`src/rtl/map_table_pkg.sv`:
```
// Shared definitions for the register map table (rename table).
// Holds the default table geometry and the entry / lookup packet types.
// No ports: imported by map_table and map_table_entry.
package map_table_pkg;

  localparam int MT_ROB_LEN_DEF = 8;   // default number of ROB entries
  localparam int MT_REG_LEN_DEF = 32;  // default number of architectural registers
  localparam int MT_ZERO_REG    = 0;   // hard-wired zero register, never renamed

  localparam int MT_TW_DEF = $clog2(MT_ROB_LEN_DEF);

  // State of one architectural register (default geometry).
  typedef struct packed {
    logic                 busy;
    logic [MT_TW_DEF-1:0] tag;
    logic                 ready;
  } mt_entry_t;

  // Lookup packet handed to a reservation station for one source operand.
  typedef struct packed {
    logic                 busy;
    logic [MT_TW_DEF-1:0] tag;
    logic                 ready;
  } mt2rs_t;

endpackage

```
`src/rtl/map_table_entry.sv`:
```
// One architectural register's rename state (busy, tag, ready) together
// with its next-state logic.
// Ports:
//   clock, reset            : clock and synchronous active-high reset
//   stall, squash           : stall blocks dispatch/retire; squash clears
//   dispatch_*              : rename of a destination register
//   cdb_valid, cdb_tag      : completion broadcast, sets ready on tag match
//   retire_*                : ROB head retirement, frees a matching mapping
//   busy, tag, ready        : current registered state of this register
module map_table_entry
  import map_table_pkg::*;
#(
  parameter int TW  = MT_TW_DEF,
  parameter int RW  = 5,
  parameter int IDX = 1
) (
  input  logic          clock,
  input  logic          reset,
  input  logic          stall,
  input  logic          squash,
  input  logic          dispatch_valid,
  input  logic [RW-1:0] dispatch_dest_idx,
  input  logic [TW-1:0] dispatch_tag,
  input  logic          cdb_valid,
  input  logic [TW-1:0] cdb_tag,
  input  logic          retire_valid,
  input  logic [TW-1:0] retire_tag,
  input  logic [RW-1:0] retire_dest_idx,
  output logic          busy,
  output logic [TW-1:0] tag,
  output logic          ready
);

  localparam logic [RW-1:0] MY_IDX = RW'(IDX);

  logic          busy_q, busy_d;
  logic [TW-1:0] tag_q, tag_d;
  logic          ready_q, ready_d;

  // Priority, lowest to highest: CDB ready, retire clear, dispatch, squash.
  always_comb begin
    busy_d  = busy_q;
    tag_d   = tag_q;
    ready_d = ready_q;
    if (cdb_valid && busy_q && (tag_q == cdb_tag)) begin
      ready_d = 1'b1;
    end
    // A tag mismatch means the register has since been renamed again,
    // so the newer mapping must survive the older instruction's retire.
    if (retire_valid && !stall && (retire_dest_idx == MY_IDX) &&
        busy_q && (tag_q == retire_tag)) begin
      busy_d  = 1'b0;
      tag_d   = '0;
      ready_d = 1'b0;
    end
    if (dispatch_valid && !stall && (dispatch_dest_idx == MY_IDX)) begin
      busy_d  = 1'b1;
      tag_d   = dispatch_tag;
      ready_d = 1'b0;
    end
    if (squash) begin
      busy_d  = 1'b0;
      tag_d   = '0;
      ready_d = 1'b0;
    end
  end

  always_ff @(posedge clock) begin
    if (reset) begin
      busy_q  <= 1'b0;
      tag_q   <= '0;
      ready_q <= 1'b0;
    end else begin
      busy_q  <= busy_d;
      tag_q   <= tag_d;
      ready_q <= ready_d;
    end
  end

  assign busy  = busy_q;
  assign tag   = tag_q;
  assign ready = ready_q;

endmodule

```
`src/rtl/map_table.sv`:
```
// Register map table for a Tomasulo/ROB pipeline. Tracks, per architectural
// register, whether its newest value is owned by an in-flight ROB entry and
// whether that entry has produced its result.
// Ports:
//   clock, reset                     : clock, synchronous active-high reset
//   stall, squash                    : pipeline stall, mispredict flush
//   dispatch_valid/_dest_idx/_tag    : rename of a destination register
//   rs1_idx, rs2_idx                 : source registers looked up this cycle
//   cdb_valid, cdb_tag               : completion broadcast
//   retire_valid/_tag/_dest_idx      : ROB head retirement
//   rsN_busy/_tag/_ready             : combinational lookup results
//   busy_vec                         : per-register busy bits (debug view)
// Handshake: all *_valid inputs are single-cycle qualifiers with no ready
// back-pressure; an update is taken on the rising edge where valid is high
// (dispatch and retire additionally need stall low).
module map_table
  import map_table_pkg::*;
#(
  parameter int ROB_LEN = MT_ROB_LEN_DEF,
  parameter int REG_LEN = MT_REG_LEN_DEF
) (
  input  logic                        clock,
  input  logic                        reset,
  input  logic                        stall,
  input  logic                        dispatch_valid,
  input  logic [$clog2(REG_LEN)-1:0]  dispatch_dest_idx,
  input  logic [$clog2(ROB_LEN)-1:0]  dispatch_tag,
  input  logic [$clog2(REG_LEN)-1:0]  rs1_idx,
  input  logic [$clog2(REG_LEN)-1:0]  rs2_idx,
  input  logic                        cdb_valid,
  input  logic [$clog2(ROB_LEN)-1:0]  cdb_tag,
  input  logic                        retire_valid,
  input  logic [$clog2(ROB_LEN)-1:0]  retire_tag,
  input  logic [$clog2(REG_LEN)-1:0]  retire_dest_idx,
  input  logic                        squash,
  output logic                        rs1_busy,
  output logic                        rs2_busy,
  output logic [$clog2(ROB_LEN)-1:0]  rs1_tag,
  output logic [$clog2(ROB_LEN)-1:0]  rs2_tag,
  output logic                        rs1_ready,
  output logic                        rs2_ready,
  output logic [REG_LEN-1:0]          busy_vec
);

  localparam int TW = $clog2(ROB_LEN);
  localparam int RW = $clog2(REG_LEN);

  logic          e_busy  [REG_LEN];
  logic [TW-1:0] e_tag   [REG_LEN];
  logic          e_ready [REG_LEN];

  // The zero register is never renamed, so a lookup of it reads all zeros.
  assign e_busy[MT_ZERO_REG]  = 1'b0;
  assign e_tag[MT_ZERO_REG]   = '0;
  assign e_ready[MT_ZERO_REG] = 1'b0;

  for (genvar r = 1; r < REG_LEN; r++) begin : g_entry
    map_table_entry #(
      .TW  (TW),
      .RW  (RW),
      .IDX (r)
    ) u_entry (
      .clock             (clock),
      .reset             (reset),
      .stall             (stall),
      .squash            (squash),
      .dispatch_valid    (dispatch_valid),
      .dispatch_dest_idx (dispatch_dest_idx),
      .dispatch_tag      (dispatch_tag),
      .cdb_valid         (cdb_valid),
      .cdb_tag           (cdb_tag),
      .retire_valid      (retire_valid),
      .retire_tag        (retire_tag),
      .retire_dest_idx   (retire_dest_idx),
      .busy              (e_busy[r]),
      .tag               (e_tag[r]),
      .ready             (e_ready[r])
    );
  end

  always_comb begin
    busy_vec = '0;
    for (int r = 0; r < REG_LEN; r++) begin
      busy_vec[r] = e_busy[r];
    end
  end

  // Lookups read registered state only, so a same-cycle dispatch to a
  // source register is not visible (sources are read before the rename).
  // A same-cycle CDB hit is forwarded so the consumer need not wait a cycle.
  always_comb begin
    rs1_busy  = e_busy[rs1_idx];
    rs1_tag   = e_busy[rs1_idx] ? e_tag[rs1_idx] : '0;
    rs1_ready = e_busy[rs1_idx] &
                (e_ready[rs1_idx] | (cdb_valid && (cdb_tag == e_tag[rs1_idx])));
    rs2_busy  = e_busy[rs2_idx];
    rs2_tag   = e_busy[rs2_idx] ? e_tag[rs2_idx] : '0;
    rs2_ready = e_busy[rs2_idx] &
                (e_ready[rs2_idx] | (cdb_valid && (cdb_tag == e_tag[rs2_idx])));
  end

endmodule

```
`config.mk`:
```
export PLATFORM = sky130hd
export DESIGN_NAME = map_table
export DESIGN_NICKNAME = d
export VERILOG_FILES = /design/src/rtl/map_table_pkg.sv /design/src/rtl/map_table_entry.sv /design/src/rtl/map_table.sv
export SDC_FILE = /design/constraint.sdc
export NUM_CORES = 1
export LEC_CHECK = 0
export BUFFER_PORTS_ARGS = -buffer_cell sky130_fd_sc_hd__buf_2
export CAP_MARGIN = 15
export CORE_MARGIN = 2
export CORE_UTILIZATION = 25
export CTS_CLUSTER_DIAMETER = 80
export DETAILED_ROUTE_END_ITERATION = 10
export PLACE_DENSITY = 0.47
export SYNTH_ARGS = -nofsm -noshare
export SYNTH_HDL_FRONTEND = slang
export SYNTH_SLANG_ARGS = --single-unit
```
`constraint.sdc`:
```
create_clock -name clock -period 2.3 [get_ports clock]
set_clock_uncertainty 0.1 [all_clocks]
set_input_delay 0 -clock clock [delete_from_list [all_inputs] [get_ports clock]]
set_output_delay 0 -clock clock [all_outputs]
set_load 0.05 [all_outputs]
```
# --- Yosys cells after proc, flatten, opt, wreduce, memory -nomap -nowiden ---
# Index checks and enable logic that the tools add are counted.
totals:
  ff_bits: 155
  output_inout_bits: 42
  wordCells: 625
op_classes:
  order_cmp: 2
  n_eq_ne: 126
  mux: 144
  bitwise: 6
  reduce_logical: 254
ops:
  columns: ["cell", "count"]
  rows:
  - ["3-bit 2-to-1 mux", 68]
  - ["3-bit equality test", 64]
  - ["1-bit logical AND", 190]
  - ["5-bit equality test (second input constant)", 32]
  - ["4-bit OR reduction", 31]
  - ["5-bit by 4-bit equality test with 1-bit output (second input constant)", 16]
  - ["1-bit 2-to-1 mux", 70]
  - ["2-bit nonzero test", 31]
  - ["5-bit by 3-bit equality test with 1-bit output (second input constant)", 8]
  - ["3-bit binary-select mux with 5-bit select", 2]
  - ["1-bit binary-select mux with 5-bit select", 4]
  - ["5-bit by 2-bit equality test with 1-bit output (second input constant)", 4]
  - ["6-bit >= comparator (second input constant)", 2]
  - ["5-bit inverter with 6-bit output", 2]
  - ["5-bit by 1-bit equality test with 1-bit output (second input constant)", 2]
  - ["1-bit AND", 2]
  - ["1-bit bitwise OR", 2]
  - ["2-bit OR reduction", 1]
  - ["1-bit logical NOT", 1]

# --- Depth between registers and ports, before layout ---
# Gate-level depths: netlist (run 1).
depth:
  ltp_word: 8
  ltp_mapped: 9
  ltp_nobuf: 7

# --- Hierarchy ---
# From an unflattened synthesis (run 1), not the netlist that was laid out.
unflattened:
  cells_unflattened: 1234
  hier_area_um2: 12574.6
by_module_without_submodules:
  columns: ["module", "n_inst", "cells_per_inst", "area_each_um2", "seq_area_each_um2"]
  rows:
  - ["map_table", 1, 239, 2837.7, 0.0]
  - ["map_table_entry (g_entry[16].u_entry ...)", 5, 32, 312.8, 100.1]
  - ["map_table_entry (g_entry[10].u_entry ...)", 4, 33, 359.1, 100.1]
  - ["map_table_entry (g_entry[21].u_entry ...)", 4, 31, 300.3, 100.1]
  - ["map_table_entry (g_entry[11].u_entry ...)", 3, 31, 314.1, 100.1]
  - ["map_table_entry (g_entry[23].u_entry ...)", 3, 31, 294.0, 100.1]
  - ["map_table_entry (g_entry[20].u_entry ...)", 2, 36, 311.5, 100.1]
  - ["map_table_entry (g_entry[29].u_entry ...)", 2, 32, 310.3, 100.1]
  - ["map_table_entry (g_entry[4].u_entry ...)", 2, 33, 304.0, 100.1]
  - ["map_table_entry (g_entry[13].u_entry ...)", 2, 31, 301.5, 100.1]
  - ["map_table_entry (g_entry[12].u_entry)", 1, 31, 337.8, 100.1]
  - ["map_table_entry (g_entry[3].u_entry)", 1, 34, 314.1, 100.1]
  - ["map_table_entry (g_entry[15].u_entry)", 1, 32, 306.5, 100.1]
  - ["map_table_entry (g_entry[31].u_entry)", 1, 32, 297.8, 100.1]

# --- Worst setup path before layout (run 1) ---
# No wires, ideal clock.
synth_timing:
  path_type: "reg-to-output"
  start: "reg g_entry[27].u_entry.tag_q[0]"
  end: "out rs2_ready"
  arrival_time_ns: 2.587
  t_required_ns: 2.200
  setup_slack_ns: -0.387
  path_stages_with_launch: 6
  n_path_buf: 0
  path_cell_list: "dfxtp_1 -> mux4_1 -> mux4_2 -> o211ai_2 -> xnor2_1 -> o41ai_2"
synth_between:
  elab_chain_len: 7
synth_lines:
  columns: ["element", "line_no", "source"]
  rows:
  - ["from (decl)", "map_table_entry.sv:37", "logic [TW-1:0] tag_q, tag_d;"]
  - ["from (signal assigned)", "map_table_entry.sv:75", "tag_q <= tag_d;"]
  - ["3-bit binary-select mux with 5-bit select", "map_table.sv:99", "(e_ready[rs2_idx] | (cdb_valid && (cdb_tag == e_tag[rs2_idx])));"]
  - ["3-bit 2-to-1 mux (implied by the code) (2 in a row)", "map_table.sv:99", null]
  - ["3-bit equality test", "map_table.sv:99", null]
  - ["1-bit logical AND", "map_table.sv:99", null]
  - ["1-bit bitwise OR", "map_table.sv:99", null]
  - ["1-bit AND", "map_table.sv:98", "rs2_ready = e_busy[rs2_idx] &"]
  - ["to (decl)", "map_table.sv:41", "output logic rs2_ready,"]
# Every way passes these cells. The select of a mux whose other input is x is not followed.

# --- Final worst setup path (run 1) ---
layout_timing:
  start: "reg g_entry[18].u_entry.tag_q[1]"
  end: "out rs2_ready"
layout_between:
  elab_chain_len: 7
layout_lines:
  columns: ["element", "line_no"]
  rows:
  - ["from (decl)", "map_table_entry.sv:37"]
  - ["from (signal assigned)", "map_table_entry.sv:75"]
  - ["3-bit binary-select mux with 5-bit select", "map_table.sv:99"]
  - ["3-bit 2-to-1 mux (implied by the code) (2 in a row)", "map_table.sv:99"]
  - ["3-bit equality test", "map_table.sv:99"]
  - ["1-bit logical AND", "map_table.sv:99"]
  - ["1-bit bitwise OR", "map_table.sv:99"]
  - ["1-bit AND", "map_table.sv:98"]
# Every way passes these cells. The select of a mux whose other input is x is not followed.

==> results list, run 1 <==
- The worst setup path is captured at an output pin.
* Mapped cell area: 0.0108 sq mm
* Half-perimeter wire length after detailed placement: 33.6 mm
* Final Instance Count excl. Fillers: 1893
- The detail route stage leaves a number of antenna-violating nets equal to 0.
* # DRC: 0
- The die is 211 um wide.
* Arrival time of the worst setup path: 2.72 ns
- Hold is met by 0.0893 ns.
* Power density over the cells: 490 mW/mm^2
- Period utilisation layout: 1.23
- Of all nets on the critical path, the largest fanout is 3.
* Insertion delay to the later sink of the worst-skew pair: 0.44 ns
* Post-route standard cell area excluding fillers: 0.0141 sq mm
* Number of global-route vias before repair: 9822
- In this run the tightest slew margin relative to its limit is 0.497.
- Largest cells by area after synthesis: dfxtp_1 (29%), mux4_2 (14%), xnor2_1 (9.7%)
- Core outline area: 0.0422 sq mm
- DRC violation total after the first TritonRoute iteration: 796
- Counting the buffers created by CTS gives 17.
- The library cells used most frequently in the layout, excluding fill and tap cells, are buf_4 (211), dfxtp_1 (134), xnor2_1 (119).
* Post-detailed-routing wire length: 45.5 mm
* Sequential-to-total area share from yosys stat: 0.289
- Time the worst path needs with I/O delays and setup: 2.82 ns
* Post-synthesis async set-or-reset flop share: 0
- Summing over every cut layer, the via total after detailed routing is 10000.
* Clock tree from TritonCTS: yes
- In this run the worst hold path is classified as in2reg.
- In the final layout, the share of cells above drive strength 1 is 0.341.
- Number of placed instances with taps included: 1850
- Clock sinks: 155
- Post-synth top area cell: dfxtp_1
- Count of standard-cell rows: 75
- Input and output buffers added on the ports amount to 76.
- In this run the deepest clock path goes through 2 buffers.
- Area added between synthesis and finish: 30.7%
- In the final routed layout, each cell accounts on average for 24.0 um.
- Clock root cell: clkbuf_16
* Synthesized netlist net count: 1152
- The floorplan step set the die height to 211 um.
- Synthesis handed over a netlist of 1116 instances.
* Synthesized area per cell: 9.64 sq um
- Among all flip-flop cells after synthesis, the most frequent one is dfxtp_1.
* Count of TritonRoute iterations in the first routing pass: 5
* Placed instance area: 0.0131 sq mm
- The share of synthesized area in the top cell type comes to 0.289.
* Clock slew seen by the registers of the worst setup and hold paths: 0.06 ns
- Worst voltage drop across the vdd grid: 0.000422 V
* Starting Density: 0.255
* Flop and latch count out of synthesis: 155
* Net total in the final layout: 1376
* Boundary Pins: 78
- Fin. Hold Viols: 0
- Based on the critical path, the design can be clocked at up to 355 MHz.
- Worst setup SP type: register
- At the worst endpoint, the required time is 2.20 ns.
- Filler cell count: 4354
* Congestion Overflow GR: 0
* Actual transition at the worst max-transition pin: 0.754 ns
* Slack of the critical path: -0.518 ns
- Multi-input logic area: 0.00707 sq mm
- Global Route Usage Sum: 0.206
- The H-tree was split into 4 levels.
- Count of cell types in the netlist: 55
* Area enclosed by the die boundary: 0.0447 sq mm
- Number of max-capacitance violations reported: 0
- Setup Crit Path Kind: reg2out
* Most common library cell in the layout ignoring fill and taps: buf_4
* Unrepaired setup endpoints after global routing: true
* Run status: finished, violations left
* Post-Place Worst Slack: -0.348 ns
- Entering global routing, the biggest net connects 48 pins.
* Final setup vio count: 10
- Wire length of the first global-routing pass: 66.4 mm
- Fin. max-slew vios: 0
* Routability congestion estimate from global placement: 0.908
* Seq. cell area: 0.00313 sq mm
- The initial antenna violation count was 0.
- The synthesized design contains 0 enable-type register cells.
- Via-to-Cell Ratio: 5.29
- In this run the static leakage power is 5.54 nW.
* Violated checks: setup timing
- The Yosys step of the flow raised 0 warnings.
* Reg-to-reg slack, setup: 0.54 ns
## cell usage after synthesis, types with 8 or more instances
| library cell | count |
|---|---|
| a211oi_1 | 9 |
| a21oi_1 | 23 |
| a22o_1 | 95 |
| buf_2 | 21 |
| buf_4 | 38 |
| clkbuf_1 | 39 |
| dfxtp_1 | 155 |
| inv_1 | 17 |
| mux2_2 | 11 |
| mux2i_1 | 26 |
| mux4_2 | 65 |
| nand2_1 | 46 |
| nand2b_1 | 8 |
| nand3_1 | 60 |
| nor2_1 | 56 |
| nor2b_1 | 22 |
| nor3_1 | 86 |
| nor3b_1 | 10 |
| nor4_1 | 8 |
| o21a_1 | 44 |
| xnor2_1 | 119 |
| xor2_1 | 71 |
## critical path, stage by stage, from the launching register on
cell and delay (ns):
dfxtp_1 0.42, mux2i_1 0.15, a22oi_1 0.19, a21oi_1 0.10
or4_1 0.58, mux2i_1 0.20, o41ai_4 0.43, buf_6 0.22
## per-stage QoR
step | setup TNS [ns] | total power [mW] | utilization
final | -3.79 | 6.89 | 0.333
after global routing | -4.24 | 7.08 | 0.333
after CTS | -3.34 | 6.91 | 0.331
after detailed placement | -1.57 | 3.69 | 0.310
after global placement | -1.32 | 3.68 | 0.310
after floorplan | -0.0148 | 3.31 | -
## flip-flops by register name, summed over array words and instances, names as in the netlist
signal,flops
g_entry.u_entry.tag,93
g_entry.u_entry.busy,31
g_entry.u_entry.ready,31
## cell type report
cell class / count / share of cell area
multi-input combinational: 833 / 0.503
inverter: 20 / 0.00552
clock inverter: 13 / 0.0153
sequential: 155 / 0.223
antenna: 1 / 0.000178
tap: 539 / 0.0480
clock buffer: 19 / 0.0315
timing repair buffer: 313 / 0.174
## per-layer routing
| metal | vias up | share of wire | global-route usage | wire [um] |
|---|---|---|---|---|
| met3 | 74 | 0.069 | 0.0448 | 3160 |
| met5 | - | 0 | 0 | 0 |
| met4 | 0 | 0.028 | 0.0653 | 1260 |
| li1 | 4537 | - | - | - |
| met1 | 5036 | 0.45 | 0.278 | 20500 |
| met2 | 358 | 0.45 | 0.326 | 20600 |
## path summary, 6_finish.rpt
kind	cells after the start	endpoint	start
hold / removal	5	g_entry[21].u_entry.busy$_SDFFE_PP0P_	retire_dest_idx[2]
setup / recovery	7	rs2_ready	g_entry[18].u_entry.tag[1]$_SDFFE_PP0P_
setup reg to reg	6	g_entry[1].u_entry.tag[2]$_SDFFE_PP0P_	g_entry[1].u_entry.tag[1]$_SDFFE_PP0P_
hold reg to reg	1	g_entry[17].u_entry.ready$_SDFFE_PP0P_	g_entry[17].u_entry.ready$_SDFFE_PP0P_
## what timing repair did
item,4_1_cts,5_1_grt
resized for setup,52,16
buffers inserted,4,5
endpoints found under the setup margin,10,10
hold endpoints to repair,10,0
pin swaps,3,4
hold buffers,4,0
## cells by family (layout without fill, tap and decap cells)
family | count (synthesis) | in the layout | synth area share
xor+xnor | 190 | 190 | 0.155
other cells | 1 | 2 | 0.000349
compound gates | 200 | 200 | 0.149
simple gates | 334 | 334 | 0.158
flops | 155 | 155 | 0.289
mux | 108 | 108 | 0.186
buf+inv | 128 | 365 | 0.0632
## power breakdown
group / internal [mW] / switching [mW] / total [mW]
combinational: 0.380 / 0.588 / 0.968
clock: 1.97 / 1.27 / 3.23
sequential: 2.69 / 0.00447 / 2.69
Power figures use the tool's default switching activity.
==> run 2, diff against run 1 <==
--- a/config.mk
+++ b/config.mk
@@ -12,6 +12,7 @@
 export CTS_CLUSTER_DIAMETER = 80
 export DETAILED_ROUTE_END_ITERATION = 10
 export PLACE_DENSITY = 0.47
+export RECOVER_POWER = 25
 export SYNTH_ARGS = -nofsm -noshare
 export SYNTH_HDL_FRONTEND = slang
 export SYNTH_SLANG_ARGS = --single-unit
==> constraint.sdc (replaced) <==
create_clock -name clock -period 3.25 [get_ports clock]
set_clock_uncertainty 0.1 [all_clocks]
set_input_delay 0 -clock clock [delete_from_list [all_inputs] [get_ports clock]]
set_output_delay 0 -clock clock [all_outputs]
set_load 0.05 [all_outputs]
==> results list, run 2 (same netlist as run 1, synthesis figures left out) <==
- Fin. max-slew vios: 0 (unchanged)
* Count of nets left with antenna violations after detail routing: 0 (unchanged)
- The number of flip-flops in the largest register is 93 (unchanged).
- The final routed wirelength across all metal layers is 42.8 mm (-6.1%).
- In this run the worst setup path begins at g_entry[27].u_entry.tag[0]$_SDFFE_PP0P_.
* Period utilisation layout: 0.965
- Setup crit end kind: output pin
- CTS placed an instance of clkbuf_16 at the clock tree root.
* Startpoint of the worst-slack reg-to-reg timing path: g_entry[21].u_entry.tag[0]$_SDFFE_PP0P_
* Filler cell count: 4495 (+3.2%)
- The height of the chip was 211 um (unchanged).
- Initial antenna violation count: 4 (+4)
- The floorplan die area is 0.0447 sq mm (unchanged).
- The worst-path maximum fanout is 5 (+2).
* Leakage: 4.30 nW (-22%)
- The placed cell count was 1669 (-9.8%).
- Actual transition at the worst max-transition pin: 1.07 ns (+0.320 ns)
- The via density per instance is 5.44 (+2.9%).
- The total area of sequential cells is 0.00310 sq mm (-0.92%).
- DR vias: 9290 (-7.1%)
- Final setup vio count: 0 (-10)
* Worst setup SP type: register
- Half-perimeter wire length after detailed placement: 31.5 mm (-6.4%)
- The routed design could run at a clock period as short as 3.14 ns.
- The global-route wire length before repair is 63.1 mm (-4.9%).
- Routed wirelength normalized by instance count: 25.0 um (+4.0%)
* Kind of path behind the tightest hold check: in2reg
- TritonCTS built the clock tree.
- The largest net degree at the start of global routing was 40 (-17%).
* Routability congestion estimate from global placement: 0.943 (+3.8%)
- The total grt overflow came to 0 (unchanged).
- The CTS sink count was 155 (unchanged).
- The width of the chip is 211 um (unchanged).
- Instance count along the most critical hold path: 6 (+1)
- The library cell used most frequently in the layout, excluding fill and tap cells, is dfxtp_1.
* Run status: finished, final reports clean
- Fraction of final layout cells sized beyond drive strength 1: 0.180 (-0.162)
* Maximum count of clock buffers along a single path: 2 (unchanged)
* Boundary Pins: 78 (unchanged)
- The post-route worst hold slack came to 0.0826 ns (-0.00668 ns).
* Reg-to-reg slack, setup: 1.51 ns (+0.97 ns)
- Final Instance Count excl. Fillers: 1709 (-9.7%)
* Max Clock Freq: 319 MHz
* Slew Limit Headroom: 0.284 (-0.213)
* # DRC: 0 (unchanged)
* Core outline area: 0.0422 sq mm (unchanged)
- Worst endpoint required time: 3.15 ns (+0.95 ns)
* Max H-tree Level: 4 (unchanged)
* Setup Crit Path Kind: reg2out
- Leading cell types in the layout, fill and taps excluded: dfxtp_1 (155), xnor2_1 (119), a22o_1 (95)
- The number of nets in the finished design came to 1191 (-13%).
- Global Route Usage Sum: 0.193 (-0.0125)
- The cell area power density is 366 mW/mm^2 (-25%).
- Count of standard-cell rows: 75 (unchanged)
- From synthesis to final layout, the design area changed by 13.7%.
* Insertion delay to the later sink of the worst-skew pair: 0.45 ns (about the same)
- The CTS clock-pin slew for the worst setup and hold paths was 0.07 ns (about the same).
- The number of cell instances on the worst register-to-register path came to 5 (-1).
- The number of buffers inserted by port buffering came to 76 (unchanged).
- In this run the critical register-to-register path is captured at g_entry[21].u_entry.tag[2]$_SDFFE_PP0P_.
- The total negative slack was 0 ns (+3.79 ns).
- Unrepaired setup endpoints after global routing: false
- Number of max-capacitance violations reported: 0 (unchanged)
- DRC violation total after the first TritonRoute iteration: 737 (-7.4%)
* Number of buffers created by CTS: 17 (unchanged)
- The area used by multi-input combinational logic was 0.00699 sq mm (-1.1%).
- The length of the first detailed-routing pass in iterations came to 5 (unchanged).
- The via count of the first global-routing pass was 9161 (-6.7%).
- Starting Density: 0.255 (unchanged)
* Fin. Hold Viols: 0 (unchanged)
- Crit path to: rs2_ready
* Arrival time of the worst setup path: 3.04 ns (+0.32 ns)
* Worst voltage drop across the vdd grid: 0.000325 V (-23%)
==> run 2: layer usage <==
metal / wire, um / vias to the layer above / global-route usage
met4: 1490 / 2 / 0.0792
li1: - / 4164 / -
met3: 3370 / 69 / 0.0504
met2: 18900 / 377 / 0.293
met5: 7 / - / 0
met1: 19000 / 4678 / 0.260
==> run 2: per-stage QoR <==
stage / util / worst slack [ns] / cell area (sq um) / total power, mW
after floorplan: - / 0.563 / 10800 / 2.34
after global placement: 0.276 / 0.340 / 11600 / 2.52
final: 0.289 / 0.114 / 12200 / 4.48
after global routing: 0.289 / 0.0163 / 12200 / 4.61
after detailed placement: 0.276 / 0.388 / 11600 / 2.53
after CTS: 0.290 / 0.0148 / 12300 / 4.50
==> run 2: critical path, cell delays in order (launching register included) <==
cell      delay [ns]
dfxtp_1         0.37
mux4_1          0.54
mux4_2          0.50
o211ai_2        0.21
xnor2_1         0.13
o41ai_4         0.49
buf_2           0.35
==> run 2: final cells by class <==
cell class | count | share of cell area
well taps | 539 | 0.0552
inverters | 20 | 0.00614
repair buffers | 128 | 0.0676
flip-flops and latches | 155 | 0.254
clock inverters | 15 | 0.0104
multi-input cells | 833 | 0.572
diodes | 2 | 0.000409
clock buffers | 17 | 0.0348
==> run 2: repair_timing <==
item | CTS | global route
hold endpoints to repair | 13 | 0
setup endpoints to repair | 0 | 2
setup buffers | 0 | 0
resized for setup | 0 | 2
hold buffers | 6 | 0
==> run 2: worst min-delay path by stage <==
stage                          from                                endpoint  slack, ns
3_5_place_dp        dispatch_tag[2]  g_entry[3].u_entry.tag[2]$_SDFFE_PP0P_       0.17
4_1_cts        dispatch_dest_idx[1]   g_entry[17].u_entry.busy$_SDFFE_PP0P_       0.06
3_3_place_gp        dispatch_tag[2]  g_entry[3].u_entry.tag[2]$_SDFFE_PP0P_       0.17
5_1_grt        dispatch_dest_idx[1]   g_entry[21].u_entry.busy$_SDFFE_PP0P_       0.11
6_report       dispatch_dest_idx[1]   g_entry[17].u_entry.busy$_SDFFE_PP0P_       0.08
2_1_floorplan       dispatch_tag[2]  g_entry[3].u_entry.tag[2]$_SDFFE_PP0P_       0.04
==> run 2: power breakdown <==
group	internal (mW)	leakage [nW]	switching [mW]	total (mW)
registers	1.90	1.25	0.00543	1.91
clock network	1.01	0.273	0.973	1.98
logic	0.209	2.78	0.380	0.588
total	3.12	4.30	1.36	4.48
==> run 3, diff against run 2 <==
==> constraint.sdc (replaced) <==
create_clock -name clock -period 3.25 [get_ports clock]
set_clock_uncertainty 0.1 [all_clocks]
set_input_delay 0.4875 -clock clock [delete_from_list [all_inputs] [get_ports clock]]
set_output_delay 0.4875 -clock clock [all_outputs]
set_load 0.05 [all_outputs]
==> results list, run 3 (same netlist as run 1, synthesis figures left out) <==
- Half-perimeter wire length after detailed placement: 32.9 mm (+4.6%)
* Number of global-route vias before repair: 9482 (+3.5%)
- Fin. max-slew vios: 0 (unchanged)
- Clock sinks: 155 (unchanged)
- Highest fanout seen on the critical path: 2 (-3)
- The remaining antenna violation count after routing came to 0 (unchanged).
- The number of CTS-inserted buffers was 17 (unchanged).
- The maximum number of buffers from clock root to sink is 2 (unchanged).
- The worst register-to-register path begins at g_entry[21].u_entry.tag[0]$_SDFFE_PP0P_.
- Post-detailed-routing wire length: 44.5 mm (+4.0%)
- The worst slack after detailed placement was -0.350 ns (-0.738 ns).
- The post-route minimum period was 3.39 ns (+0.256 ns).
* Accumulated negative setup slack: -0.156 ns (-0.156 ns)
- The via density per instance came to 5.38 (-0.97%).
- Routability congestion estimate from global placement: 0.908 (-3.8%)
- The number of top-level pins came to 78 (unchanged).
- DR vias: 9625 (+3.6%)
* Leading cell types in the layout, fill and taps excluded: dfxtp_1 (139), buf_4 (128), xnor2_1 (118)
* Wire length of the first global-routing pass: 65.6 mm (+3.9%)
* Number of diodes added for antenna fixing: 0 (-2)
- Unrepaired setup endpoints after global routing: true
- The worst slew slack as a fraction of its limit came to 0.194 (-0.0903).
- Count of standard-cell rows: 75 (unchanged)
- The max-capacitance violation count is 0 (unchanged).
- Slack of the critical path: -0.142 ns (-0.256 ns)
- The worst endpoint required time was 2.66 ns (-0.49 ns).
* Actual transition at the worst max-transition pin: 1.21 ns (+0.135 ns)
- The minimum setup slack among reg-to-reg paths is 1.43 ns (-0.08 ns).
* Core outline area: 0.0422 sq mm (unchanged)
- Pin count of the biggest net entering global routing: 32 (-20%)
- The worst hold path belongs to the class in2reg.
- The number of nets in the finished design came to 1273 (+6.9%).
* Critical register-to-register path endpoint: g_entry[21].u_entry.tag[1]$_SDFFE_PP0P_
- Power density over the cells: 357 mW/mm^2 (-2.4%)
* Max Clock Freq: 295 MHz (-7.5%)
- The initial antenna violation count came to 0 (-4).
* Worst voltage drop across the vdd grid: 0.000270 V (-17%)
- Congestion Overflow GR: 0 (unchanged)
* Fin. Hold Viols: 0 (unchanged)
- Final setup vio count: 2 (+2)
* DIE HEIGHT: 211 um (unchanged)
- The worst setup path is captured at an output pin.
* Routed wirelength normalized by instance count: 24.9 um (-0.63%)
- Clock slew seen by the registers of the worst setup and hold paths: 0.08 ns (about the same)
- The leakage dissipation was 4.86 nW (+13%).
- The width of the chip was 211 um (unchanged).
- Most common library cell in the layout ignoring fill and taps: dfxtp_1
- Count of TritonRoute iterations in the first routing pass: 5 (unchanged)
- Starting Density: 0.255 (unchanged)
- The number of cell instances on the worst register-to-register path came to 5 (unchanged).
- TritonCTS built the clock tree.
- The hold path depth was 3 (-3).
* Run status: finished, violations left
- I/O Buffers: 76 (unchanged)
- The remaining design rule violation count was 0 (unchanged).
- Area added between synthesis and finish: 21.9%
* Max FFs per register: 93 (unchanged)
- The data arrival time at the worst-slack endpoint was 2.80 ns (-0.24 ns).
- Violated checks: setup timing
- The number of design-rule violations left by the first detailed-router iteration came to 1006 (+36%).
- Area enclosed by the die boundary: 0.0447 sq mm (unchanged)
- The startpoint identified for the worst hold timing path is dispatch_tag[2].
- Insertion delay to the later sink of the worst-skew pair: 0.45 ns (about the same)
* Period utilisation layout: 1.04 (+0.0787)
- Destination of the worst hold path: g_entry[3].u_entry.tag[2]$_SDFFE_PP0P_
- Final Power: 4.69 mW (+4.7%)
- Worst setup SP type: register
- Setup Crit Path Kind: reg2out
- The H-tree level count was 4 (unchanged).
* Global Route Usage Sum: 0.202 (+0.00918)
* Clock root cell: clkbuf_16
- Fraction of final layout cells sized beyond drive strength 1: 0.280 (+0.100)
==> run 3: report_power, final <==
part | switching, mW | internal, mW | leakage (nW) | total (mW)
sequential | 0.00473 | 1.90 | 1.26 | 1.90
combinational | 0.402 | 0.249 | 3.32 | 0.650
clock | 0.920 | 1.21 | 0.279 | 2.13
==> run 3: worst max-delay path by stage <==
| stage | end | depth (start not counted) | slack (ns) | start |
|---|---|---|---|---|
| 2_1_floorplan | rs1_ready | 8 | -0.04 | rs1_idx[2] |
| 3_3_place_gp | rs1_ready | 8 | -0.33 | rs1_idx[2] |
| 3_5_place_dp | rs1_ready | 8 | -0.35 | rs1_idx[2] |
| 4_1_cts | rs2_ready | 6 | -0.20 | g_entry[24].u_entry.tag[0]$_SDFFE_PP0P_ |
| 5_1_grt | rs2_ready | 6 | -0.20 | g_entry[28].u_entry.tag[0]$_SDFFE_PP0P_ |
| 6_report | rs2_ready | 6 | -0.14 | g_entry[15].u_entry.tag[0]$_SDFFE_PP0P_ |
==> run 3: worst max-delay path, cell delays in order, from the launching register on <==
cell	delay [ns]
dfxtp_4	0.36
mux4_2	0.47
mux4_2	0.53
o211ai_4	0.21
xnor2_2	0.10
o41ai_4	0.46
buf_6	0.22
==> run 3: routing by layer <==
| layer | vias up | wire [um] | track usage |
|---|---|---|---|
| met4 | 0 | 1050 | 0.0629 |
| met1 | 4835 | 19600 | 0.279 |
| met2 | 414 | 20300 | 0.318 |
| met3 | 56 | 3490 | 0.0404 |
| met5 | - | 0 | 0 |
| li1 | 4320 | - | - |
==> run 3: layout make-up <==
class	count	area [sq um]
Tap cell	539	674
Multi-Input combinational cell	833	7100
Fill cell	4413	29100
Timing Repair Buffer	210	1520
Inverter	20	75.1
Clock inverter	13	169
Clock buffer	18	429
Sequential cell	155	3130
==> run 3: what timing repair did <==
action	4_1_cts	5_1_grt
cloned	0	0
hold buffers	0	0
resized for setup	50	22
pin swaps	4	2
setup buffers	7	1
endpoints found under the setup margin	10	7
==> run 3: stage by stage <==
stage               area, sq um   util  std cells  hold slack, ns
detailed placement        12300  0.291       1750           0.380
global placement          12300  0.291       1750           0.375
CTS                       13100  0.309       1787           0.215
finish                    13100  0.310       1788           0.215
floorplan                 10800      -       1116           0.352
global route              13100  0.310       1788           0.244
